File: src/rtl/cnt_down_timer.sv
// Loadable down-counter timer with prescaler, pause/resume and auto-reload.
// Emits a registered one-cycle done pulse when the count expires.
module cnt_down_timer #(
  parameter int WIDTH    = 8,
  parameter int PRESCALE = 1
) (
  input  logic             clk,
  input  logic             rstn,
  input  logic             load,
  input  logic [WIDTH-1:0] load_val,
  input  logic             start,
  input  logic             pause,
  input  logic             auto_reload,
  output logic [WIDTH-1:0] cnt,
  output logic             busy,
  output logic             paused,
  output logic             done
);

  localparam int PW = (PRESCALE > 1) ? $clog2(PRESCALE) : 1;
  localparam logic [PW-1:0] PMAX = PW'(PRESCALE - 1);

  typedef enum logic [1:0] {
    IDLE,
    RUN,
    PAUSED
  } state_t;

  state_t           state;
  state_t           state_n;
  logic [WIDTH-1:0] cnt_n;
  logic [WIDTH-1:0] rl;
  logic [WIDTH-1:0] rl_n;
  logic [PW-1:0]    psc;
  logic [PW-1:0]    psc_n;
  logic             done_n;
  logic             tick;

  assign tick = (psc == PMAX);

  always_ff @(posedge clk or negedge rstn) begin
    if (!rstn) begin
      state  <= IDLE;
      cnt    <= '0;
      rl     <= '0;
      psc    <= '0;
      done   <= 1'b0;
      busy   <= 1'b0;
      paused <= 1'b0;
    end else begin
      state  <= state_n;
      cnt    <= cnt_n;
      rl     <= rl_n;
      psc    <= psc_n;
      done   <= done_n;
      busy   <= (state_n == RUN);
      paused <= (state_n == PAUSED);
    end
  end

  always_comb begin
    state_n = state;
    cnt_n   = cnt;
    rl_n    = rl;
    psc_n   = psc;
    done_n  = 1'b0;
    if (load) begin
      cnt_n   = load_val;
      rl_n    = load_val;
      psc_n   = '0;
      state_n = IDLE;
    end else begin
      unique case (state)
        IDLE: begin
          if (start && cnt != '0) begin
            state_n = RUN;
            psc_n   = '0;
          end
        end
        PAUSED: begin
          if (start) state_n = RUN;
        end
        RUN: begin
          if (pause) begin
            state_n = PAUSED;
          end else if (tick) begin
            psc_n = '0;
            if (cnt > WIDTH'(1)) begin
              cnt_n = cnt - WIDTH'(1);
            end else begin
              // Expiry: cnt is 1 here, RUN never holds zero
              done_n = 1'b1;
              if (auto_reload) begin
                cnt_n = rl;
              end else begin
                cnt_n   = '0;
                state_n = IDLE;
              end
            end
          end else begin
            psc_n = psc + PW'(1);
          end
        end
        default: state_n = IDLE;
      endcase
    end
  end

endmodule

File: config.mk
export PLATFORM = sky130hd
export DESIGN_NAME = cnt_down_timer
export DESIGN_NICKNAME = d
export VERILOG_FILES = /design/src/rtl/cnt_down_timer.sv
export SDC_FILE = /design/constraint.sdc
export NUM_CORES = 1
export LEC_CHECK = 0
export BUFFER_PORTS_ARGS = -buffer_cell sky130_fd_sc_hd__buf_2
export CAP_MARGIN = 20
export CORE_MARGIN = 2
export CORE_UTILIZATION = 40
export DETAILED_ROUTE_END_ITERATION = 6
export GPL_TIMING_DRIVEN = 0
export HOLD_SLACK_MARGIN = 0.03
export PLACE_DENSITY = 0.63
export RECOVER_POWER = 100
export REMOVE_ABC_BUFFERS = 1
export SLEW_MARGIN = 20
export SYNTH_ARGS = -nofsm -noshare
export SYNTH_HDL_FRONTEND = slang
export SYNTH_SLANG_ARGS = --single-unit
File: constraint.sdc
create_clock -name clk -period 2.2 [get_ports clk]
set_input_delay 0.44 -clock clk [delete_from_list [all_inputs] [get_ports clk]]
set_output_delay 0.44 -clock clk [all_outputs]
set_load 0.01 [all_outputs]
==> results.toml <==
[timing]
rsz0062_at_grt = "no"
skew_ns = 0.0105
tightest_slew_ns = 1.11
slew_headroom_pct = 26.1
setup_viol = 0
fmax_ghz = 0.498
final.period_utilization_pct = 91.3
min_period_ns = 2.01
finalHoldViolCount = 0
slew_viol_final = 0

[grt]
track_usage_pct = 17.7
grt_overflow = 0
grt_pass1_wl_mm = 4.65
grt_pass1_vias = 922
grt_max_degree = 23
antenna_found_initial = 0

[die]
fp.dieH_um = 58.7
fp.dieW_um = 58.7
io_pins = 25
core_area_sq_um = 2810
initial_core_util_pct = 42.6
std_cell_rows = 19
die_area_sq_um = 3440

[pwr]
p_leak_nw = 0.548
p_total_w = 0.000858
intPower_w = 0.000572
p_seq_share_pct = 55.3
p_per_area_nw_per_um2 = 643
comb_power_share_pct = 22.4
clkPwrFrac_pct = 22.3
p_sw_w = 0.000286
ir_worst_vdd_v = 0.000287
p_sw_share_pct = 33.3

[drt]
ant_nets = 0
wirelength_mm = 2.67
vias = 1063
drtIter0Drc = 41
first_pass_iters = 6
via_per_inst = 5.97
drc = 2
post_drt_wl_per_cell_um = 15.0

[clocking]
cts_buffer_depth = 2
cts_buffers = 3
clockRootBuffer = "clkbuf_4"
cts.sink_count = 21
h-tree-depth = 1
clkLatencyLatePin_ns = 0.31
clkTransAtPathRegs_ns = 0.13
cts_tree = "yes"

[worst_setup_path]
cp_slowest_cell = "dfrtp_1"
worstSetupStartpointType = "flop"
cp-end-kind = "flop"
crit_type = "reg -> reg"
crit_buf_inv = 1
crit_required_ns = 2.38
crit_arrival_ns = 2.19
worstPathCellList = "inv_1 > ha_1 > or2_2 > and3_1 > a221oi_1 > o21ai_0"
cp_max_fo = 7
cp_slowest_stage_delay_ns = 0.46
crit_family = "simple AND/OR/NAND/NOR gates"

[synthesis]
seq_area_frac_synth_pct = 43.9
ys_top_cells_by_count = "dfrtp_1, o21ai_0, nand2_1"
netlist_top_cells_area = "dfrtp_1, o21ai_0, mux2_2"
synth_top_area_share_pct = 43.9
synth-seq-cells = 21
syn_avg_cell_area_sq_um = 9.57
ys.flop_type = "dfrtp_1"
yosysWarnings = 0
synth_edf_count = 0
async_flop_share_pct = 100
yosys.area.top_type = "dfrtp_1"
netlist_instances = 125
ys_types = 43
synth.most_common_cell = "dfrtp_1"
synth_area_sq_um = 1200

[cells_and_area]
post_route_cells_drive_above_1_share_pct = 18.4
antenna_cells = 0
final_nets = 165
final_util_pct = 47.5
area_growth_syn_to_layout_pct = 11.5
nFillCells = 289
final_cells = 178

[status]
violations = "DRC"
status = "finished with violations"

[place]
hpwl_mm = 1.89
gp_congestion = 0.903
io_buffers = 24
placedCellCount = 174

[job]
cap_violations = 0

[hold_path]
hp-class = "in -> async"
## worst reg2reg max path: stages, from the launching register on
cell,delay [ns]
dfrtp_1,0.46
inv_1,0.09
ha_1,0.28
or2_2,0.38
and3_1,0.29
a221oi_1,0.26
o21ai_0,0.12
## repair_timing
action                                  4_1_cts  5_1_grt
resized for setup                             0        1
hold buffers                                  0        0
endpoints found under the setup margin        0        1
setup buffers                                 0        0
## placed cells by master, fill, tap and decap left out, types with 2 or more instances in the layout
cell	n
nor2_1	8
and3_1	3
clkbuf_1	12
xor2_1	2
a311oi_1	2
dfrtp_1	21
ha_1	3
or4_1	2
a21oi_1	6
buf_2	12
a31oi_1	6
clkbuf_4	3
inv_1	8
o21ai_0	14
a2111oi_0	3
mux2_2	4
nand3_1	4
nand2_1	9
## final timing paths
kind / from / end / slack (ns) / cells after the start
min in group clk: load_val[2] / cnt[2] / 0.35 / 3
hold / removal: rstn / busy / 0.30 / 1
max in group asynchronous: rstn / rl[4] / 1.23 / 1
setup reg to reg: cnt[0] / cnt[0] / 0.19 / 6
setup / recovery: cnt[0] / cnt[0] / 0.19 / 6
hold reg to reg: rl[2] / rl[2] / 0.53 / 1
## sequential cells by signal (all words and copies together), names as in the netlist
name	count
cnt	8
paused	1
busy	1
state	2
done	1
rl	8
## per-layer routing
metal / GRT usage [%] / wire [um] / vias to the layer above
met2: 25.2 / 1220 / 27
met4: 5.84 / 29 / 0
met3: 2.42 / 136 / 4
met1: 27.6 / 1290 / 522
met5: 0 / 0 / -
li1: - / - / 510
## kinds of logic (layout without fill, tap and decap cells)
logic type | Yosys count | count (layout) | share of synthesized area (%)
and+or+nand+nor | 41 | 41 | 20.5
muxes | 4 | 4 | 3.77
DFF | 21 | 21 | 43.9
buffers and inverters | 14 | 36 | 5.75
xor gates and xnor gates | 2 | 2 | 1.46
adders and majority gates | 3 | 3 | 3.14
AOI/OAI and AO/OA | 40 | 40 | 21.4
## cell type report
type | count | area, sq um | share of cell area [%]
well taps | 31 | 38.8 | 2.91
multi-input cells | 90 | 607 | 45.5
clock inverters | 1 | 5.00 | 0.375
clock buffers | 3 | 22.5 | 1.69
repair buffers | 24 | 105 | 7.88
inverters | 8 | 30.0 | 2.25
flip-flops and latches | 21 | 526 | 39.4
## power groups by stage
stage	Combinational, W	Sequential (W)	Clock [W]
finish	0.000192	0.000474	0.000191
global route	0.000219	0.000484	0.000220
CTS	0.000199	0.000473	0.000197
detailed placement	0.000199	0.000480	0
global placement	0.000196	0.000480	0
floorplan	0.000114	0.000480	0
## per-stage QoR
stage                     setup TNS, ns  cell area [sq um]  hold slack [ns]  worst slack, ns
after floorplan                       0               1160            0.144            0.372
after global placement                0               1320            0.424           0.0526
after detailed placement        -0.0101               1320            0.429          -0.0101
after CTS                             0               1340           0.0778            0.103
after global routing                  0               1330            0.350           0.0412
final                                 0               1330            0.301            0.191
Power figures use the tool's default switching activity.
